**src/rtl/sram_arbiter.sv**
```systemverilog
// sram_arbiter: two-requester arbiter in front of a single-port SRAM.
//   Requester A (PE write-back) and requester B (host readout) compete for the
//   SRAM. Grants are combinational and an accepted access reaches the SRAM in
//   the same cycle. Read data returns to the requester one cycle later.
//   A requester can hold the SRAM across cycles with its lock input.
// Ports:
//   clk, rst_n                      clock, asynchronous active-low reset
//   {a,b}_req/_we/_lock/_addr/_wdata  requester request, write enable,
//                                   hold-grant, address, write data
//   {a,b}_gnt/_rvalid/_rdata        grant, read-return strobe, read data
//   sram_cen/_wen/_addr/_din/_q     SRAM port (cen/wen active-low)
// Configuration macro:
//   SRAM_ARB_RR_EN  defined   -> IDLE ties alternate (round-robin)
//                   undefined -> IDLE ties always go to A (fixed priority)
// Latency: grant and SRAM drive in the same cycle, read data 1 cycle later.
// Backpressure: a requester whose req is not granted simply holds req high.

module sram_arbiter #(
  parameter int WORD_WIDTH = 256,
  parameter int ADDR_WIDTH = 10
) (
  input  logic                  clk,
  input  logic                  rst_n,

  input  logic                  a_req,
  input  logic                  a_we,
  input  logic                  a_lock,
  input  logic [ADDR_WIDTH-1:0] a_addr,
  input  logic [WORD_WIDTH-1:0] a_wdata,
  output logic                  a_gnt,
  output logic                  a_rvalid,
  output logic [WORD_WIDTH-1:0] a_rdata,

  input  logic                  b_req,
  input  logic                  b_we,
  input  logic                  b_lock,
  input  logic [ADDR_WIDTH-1:0] b_addr,
  input  logic [WORD_WIDTH-1:0] b_wdata,
  output logic                  b_gnt,
  output logic                  b_rvalid,
  output logic [WORD_WIDTH-1:0] b_rdata,

  output logic                  sram_cen,
  output logic                  sram_wen,
  output logic [ADDR_WIDTH-1:0] sram_addr,
  output logic [WORD_WIDTH-1:0] sram_din,
  input  logic [WORD_WIDTH-1:0] sram_q
);

  typedef enum logic [1:0] {
    IDLE   = 2'd0,
    LOCK_A = 2'd1,
    LOCK_B = 2'd2
  } state_t;

  state_t state;

  // Last-grant pointer: 1 means B was granted most recently. Resets to B so
  // that A wins the first tie.
  logic last_b;

  // Pending read tags: an accepted read from A/B is returning next cycle.
  logic rd_a;
  logic rd_b;

  logic a_win;
  logic b_win;
  logic a_acc;
  logic b_acc;

  // ---------------------------------------------------------------------------
  // Grant decision
  // ---------------------------------------------------------------------------
  always_comb begin
    a_win = 1'b0;
    b_win = 1'b0;
    case (state)
      LOCK_A: a_win = a_req;
      LOCK_B: b_win = b_req;
      default: begin
        if (a_req && b_req) begin
`ifdef SRAM_ARB_RR_EN
          // Tie goes to whoever was not granted last.
          a_win = last_b;
          b_win = ~last_b;
`else
          a_win = 1'b1;
          b_win = 1'b0;
`endif
        end else begin
          a_win = a_req;
          b_win = b_req;
        end
      end
    endcase
  end

  // Grants are forced low while reset is asserted, even if requests are held.
  assign a_gnt = a_win & rst_n;
  assign b_gnt = b_win & rst_n;

  // A grant is only raised together with its request, so grant == accept.
  assign a_acc = a_req & a_gnt;
  assign b_acc = b_req & b_gnt;

  // ---------------------------------------------------------------------------
  // SRAM drive: idle port parks at cen=1, wen=1, zero address/data.
  // ---------------------------------------------------------------------------
  always_comb begin
    sram_cen  = 1'b1;
    sram_wen  = 1'b1;
    sram_addr = '0;
    sram_din  = '0;
    if (a_acc) begin
      sram_cen  = 1'b0;
      sram_wen  = ~a_we;
      sram_addr = a_addr;
      sram_din  = a_wdata;
    end else if (b_acc) begin
      sram_cen  = 1'b0;
      sram_wen  = ~b_we;
      sram_addr = b_addr;
      sram_din  = b_wdata;
    end
  end

  // ---------------------------------------------------------------------------
  // State, pointer and read-return tags
  // ---------------------------------------------------------------------------
  always_ff @(posedge clk or negedge rst_n) begin
    if (!rst_n) begin
      state  <= IDLE;
      last_b <= 1'b1;
      rd_a   <= 1'b0;
      rd_b   <= 1'b0;
    end else begin
      // Pointer follows every acceptance and otherwise holds.
      last_b <= b_acc | (last_b & ~a_acc);

      // Read tags: one-cycle delayed copy of "accepted read".
      rd_a <= a_acc & ~a_we;
      rd_b <= b_acc & ~b_we;

      case (state)
        IDLE: begin
          if (a_acc && a_lock) begin
            state <= LOCK_A;
          end else if (b_acc && b_lock) begin
            state <= LOCK_B;
          end
        end
        // Leaving a lock depends only on the owner's lock bit; the cycle in
        // which lock drops is still owned (and granted if the owner requests).
        LOCK_A: begin
          if (!a_lock) begin
            state <= IDLE;
          end
        end
        LOCK_B: begin
          if (!b_lock) begin
            state <= IDLE;
          end
        end
        default: state <= IDLE;
      endcase
    end
  end

  // ---------------------------------------------------------------------------
  // Read return: SRAM output is steered to whoever issued the read and is
  // zero for the other requester and when no read is returning.
  // ---------------------------------------------------------------------------
  assign a_rvalid = rd_a;
  assign b_rvalid = rd_b;
  assign a_rdata  = rd_a ? sram_q : '0;
  assign b_rdata  = rd_b ? sram_q : '0;

endmodule
```
**config.mk**
```make
export PLATFORM = sky130hd
export DESIGN_NAME = sram_arbiter
export DESIGN_NICKNAME = d
export VERILOG_FILES = /design/src/rtl/sram_arbiter.sv
export SDC_FILE = /design/constraint.sdc
export NUM_CORES = 1
export LEC_CHECK = 0
export CAP_MARGIN = 20
export CORE_AREA = 2 2 615 617
export DETAILED_ROUTE_END_ITERATION = 10
export DIE_AREA = 0 0 617 619
export GPL_ROUTABILITY_DRIVEN = 0
export HOLD_SLACK_MARGIN = 0.08
export SLEW_MARGIN = 15
export SYNTH_ARGS = -nofsm -noshare
export SYNTH_HDL_FRONTEND = slang
export SYNTH_SLANG_ARGS = --single-unit
```
**constraint.sdc**
```tcl
create_clock -name clk -period 3.42 [get_ports clk]
set_input_delay 0.684 -clock clk [delete_from_list [all_inputs] [get_ports clk]]
set_output_delay 0.684 -clock clk [all_outputs]
set_load 0.05 [all_outputs]
```
### Word level (Yosys, flattened, before mapping)

Cells that the tools add are included.

* $add $sub $neg: 0
* multiply operators: 0
* div/mod/pow operators: 0
* order comparisons: 0
* equal/unequal tests: 5
* shifts and indexed selects: 0
* muxes and demuxes: 19
* bitwise logic cells: 8
* reduce and logical (&&, ||, !) cells: 5

Operators with widths (number)
* 256-bit two-way mux: 4
* 10-bit two-way mux: 2
* 2-bit two-way mux: 4
* 1-bit bitwise AND: 6
* 1-bit two-way mux: 6
* 2-bit one-hot mux with 3 select lines: 1
* 2-bit != test (second input constant): 2
* 1-bit one-hot mux with 2 select lines: 2
* 1-bit logical AND: 3
* 3-bit != test (second input constant): 1
* 3-bit AND reduction: 1
* 2-bit by 1-bit equality test with 1-bit output (second input constant): 1
* 2-bit equality test (second input constant): 1
* 2-bit logical NOT: 1
* 1-bit inverter: 2

* bits in registers: 4
* bits in latches: 0
* RAM bits: 0
* memory bits (read-only): 0
* input bits: 796
* output and inout port bits: 784
* logic and storage cells: 40
* memories kept: 0

### Longest topological paths before layout

* depth after elaboration: 9
* mapped depth: 8
* depth with buffers taken out: 7

### Worst setup path after synthesis

OpenSTA, ideal clock, no wires.

* kind: register -> output
* from: reg state[0]
* to: out sram_cen
* arrival time: 2675 ps
* required time: 2736 ps
* slack: 61 ps
* cell stages (with the launch flop): 6
* path buffers: 0
* cell sequence: dfrtp_1 -> inv_1 -> ha_1 -> nor2b_1 -> nor3_1 -> nor2_1

* word-level cells in the longest chain between the ends: 6

RTL lines
* start: declaration: line 56 `state_t state;`
* start signal: assignment: line 132 `state <= IDLE;`
* start signal: assignment: line 147 `state <= LOCK_A;`
* start signal: assignment: line 149 `state <= LOCK_B;`
* 2-bit equality test or 2-bit by 1-bit equality test with 1-bit output (tied branches): line 77 `case (state)`
* 1-bit one-hot mux with 2 select lines *: line 77
* 1-bit bitwise AND *: line 100 `assign b_gnt = b_win & rst_n;`
* net b_gnt: line 39 `output logic b_gnt,`
* 1-bit bitwise AND *: line 104 `assign b_acc = b_req & b_gnt;`
* 1-bit two-way mux *: line 119 `end else if (b_acc) begin`
* 1-bit two-way mux *: line 114 `if (a_acc) begin`
* end: declaration: line 43 `output logic sram_cen,`

The timed path passes the listed nets; every way through them passes the cells marked *.

### Final worst setup path

* from: in a_req
* to: out sram_din[8]

* word-level cells in the longest chain between the ends: 7

RTL lines
* start: declaration: line 25 `input logic a_req,`
* 1-bit logical AND: line 81 `if (a_req && b_req) begin`
* 1-bit two-way mux: line 81
* 1-bit one-hot mux with 2 select lines: line 77
* 1-bit bitwise AND: line 100
* 1-bit bitwise AND: line 104
* 256-bit two-way mux: line 119
* 256-bit two-way mux *: line 114
* end: declaration: line 46 `output logic [WORD_WIDTH-1:0] sram_din,`

Mark *: on every way between the ends. The rest lies on a longest branch, timed or not.

==> results_dict.tcl <==
set metrics [dict create \
    post-place-ws_ps 87.87 \
    skew_ps 0.8750 \
    synth-edff-count 0 \
    yosysSeqAreaShare_pct 1.584 \
    synth_top_cell_by_area "and2_1" \
    synth_fp_nets 1721 \
    netlist_top_cells_count "and2_1, a22o_1, clkbuf_1, buf_2, buf_4" \
    hpwl_microns 413900 \
    max_clock_freq_ghz 0.3006 \
    outcome "complete, but fails checks" \
    antenna_found_initial 585 \
    synth.distinct_cells 24 \
    slew_headroom_pct 58.60 \
    die_area_sq_um 381900 \
    initial_core_util_pct 1.686 \
    cp_max_fo 15 \
    violations "antenna rules" \
    dp.cells 7450 \
    total_power_w 0.01236 \
    drc 0 \
    synth_warnings 0 \
    fin_cells 7592 \
    finalWorstSetupSlack_ps 92.93 \
    grt_pass1_vias 15770 \
    final_core_util_pct 8.711 \
    finalSetupViolCount 0 \
    grt_max_degree 61 \
    ys_ff_latch 4 \
    firstDrtPassIters 9 \
    syn_inst 922 \
    worstPathArrival_ps 2640 \
    die_h_microns 619 \
    hp-class "reg2reg" \
    root_buffer "clkbuf_16" \
    cts_tree "yes" \
    path_class "in2out" \
    vdd_drop_max_mv 0.2052 \
    cp-start-kind "input port" \
    yosysMostFrequentCell "and2_1" \
    fp.coreArea_sq_um 374700 \
    leakagePower_nw 11.64 \
    min_period_ps 3327 \
    end_kind "primary output" \
    cts_hold_buf 0 \
    cts_resized 0 \
    clkLatencyLatePin_ps 230 \
    io_pins 1580 \
    r2r_slack_ps 1580 \
    fin_crit_sh_pct 97.28 \
    synth_ff_type "dfrtp_1" \
    first_iter_violations 1034 \
    path_clk_slew_ps 30 \
    cap_violations 0 \
    vias 17390 \
    grt.total_usage_pct 21.68 \
    numCtsBuffers 3 \
    layout-drive-gt1-share_pct 34.02 \
    area_delta_synth_final_pct 416.6 \
    portBuffers 1579 \
    wl_per_cell_microns 56.34 \
    synthTopCellsByArea "and2_1, a22o_1, clkbuf_1" \
    synth_top_area_share_pct 50.79 \
    die_w_microns 617 \
    std_cell_rows 225 \
    drv_slew 0 \
    grt_pass1_wl_microns 463700 \
    post-cts-setup-buffers 0 \
    p_per_area_nw_per_um2 378.7 \
    finalWirelength_microns 427700 \
    clkSinkCount 4 \
    cp.required_ps 2740 \
    hold_viol_final 0 \
    final_antenna_net_count 2 \
    clk_path_buf_depth 2 \
    grt_setup_unrepaired "no" \
    finalNetCount 3261 \
    htreeDepth 1 \
    via_per_inst 2.291 \
    async_reset_ff_share_pct 100.0 \
    netlist_area_sq_um 6319 \
    worst_pin_slew_ps 621.0 \
    grt_overflow 0 \
    syn_area_per_cell_sq_um 6.853 \
    finalSetupTns_ps 0 \
]
[cell usage in the layout (no fill, tap or decap)]
cell	n
o21ai_0	1
nand2_1	2
and2_1	513
inv_8	1
nor4_1	1
a22oi_1	2
nor3_1	1
buf_12	457
dfrtp_4	2
a22o_1	266
buf_4	373
a31oi_1	1
o221ai_1	1
a21oi_1	1
nand4_1	1
dfrtp_1	2
diode_2	138
clkbuf_16	3
nand2b_1	1
nor2_1	2
inv_1	3
ha_1	3
clkdlybuf4s50_1	819
nor2b_1	2
a211oi_4	1
nand3_1	1
[logic make-up (layout without fill, tap and decap cells)]
family | Yosys count | after routing | synth area share, %
compound gates | 273 | 273 | 37.70
simple gates | 524 | 524 | 51.68
other cells | 0 | 138 | 0
fa+ha+maj | 3 | 3 | 0.5941
buf+inv | 118 | 1656 | 8.435
flops | 4 | 4 | 1.584
[worst paths after layout]
check / to / from / cells after the start
setup / recovery: sram_din[8] / a_req / 7
hold / removal: state[1]$_DFFE_PN0P_ / state[1]$_DFFE_PN0P_ / 2
setup reg to reg: state[0]$_DFFE_PN0P_ / state[0]$_DFFE_PN0P_ / 6
hold reg to reg: state[1]$_DFFE_PN0P_ / state[1]$_DFFE_PN0P_ / 2
max in group asynchronous: b_rvalid$_DFF_PN0_ / rst_n / 2
min in group asynchronous: state[0]$_DFFE_PN0P_ / rst_n / 2
[final cells by class]
type                       instances  area [sq um]
antenna                          138         345.3
clock buffer                       3         75.07
fill                           43500        342100
inverter                           4         22.52
multi-input combinational        800          5693
sequential                         4         107.6
tap                             4994          6248
timing repair buffer            1649         20150
[where the power goes]
part / internal (W) / switching (W) / total (W) / leakage (nW)
sequential: 0.0000591 / 0.0000418 / 0.000101 / 0.0502
combinational: 0.00468 / 0.00740 / 0.0121 / 11.6
clock: 0.000149 / 0.0000337 / 0.000183 / 0.0378
total: 0.00488 / 0.00748 / 0.0124 / 11.6
[sequential cells by signal, indices dropped and copies added (netlist names)]
| signal | count |
|---|---|
| a_rvalid | 1 |
| b_rvalid | 1 |
| state | 2 |
[worst max-delay path: stages]
cell and delay, ps:
clkdlybuf4s50_1 620, nand3_1 270, inv_8 210, buf_12 190, buf_4 220, a22o_1 240, buf_12 160
[layer usage]
| metal | global-route usage [%] | part of all wire (%) |
|---|---|---|
| met1 | 19.44 | 31 |
| met3 | 13.58 | 14 |
| met2 | 41.05 | 52 |
| met4 | 3.872 | 3.1 |
| met5 | 0 | 0.29 |
[stage by stage]
step,hold slack (ps),instance area (sq um)
final,585.6,32640
after global routing,618.1,32460
after CTS,582.5,32290
after detailed placement,580.0,32210
after global placement,541.7,32210
after floorplan,388.4,6319
Note: power is estimated with default switching activity, not from simulation.
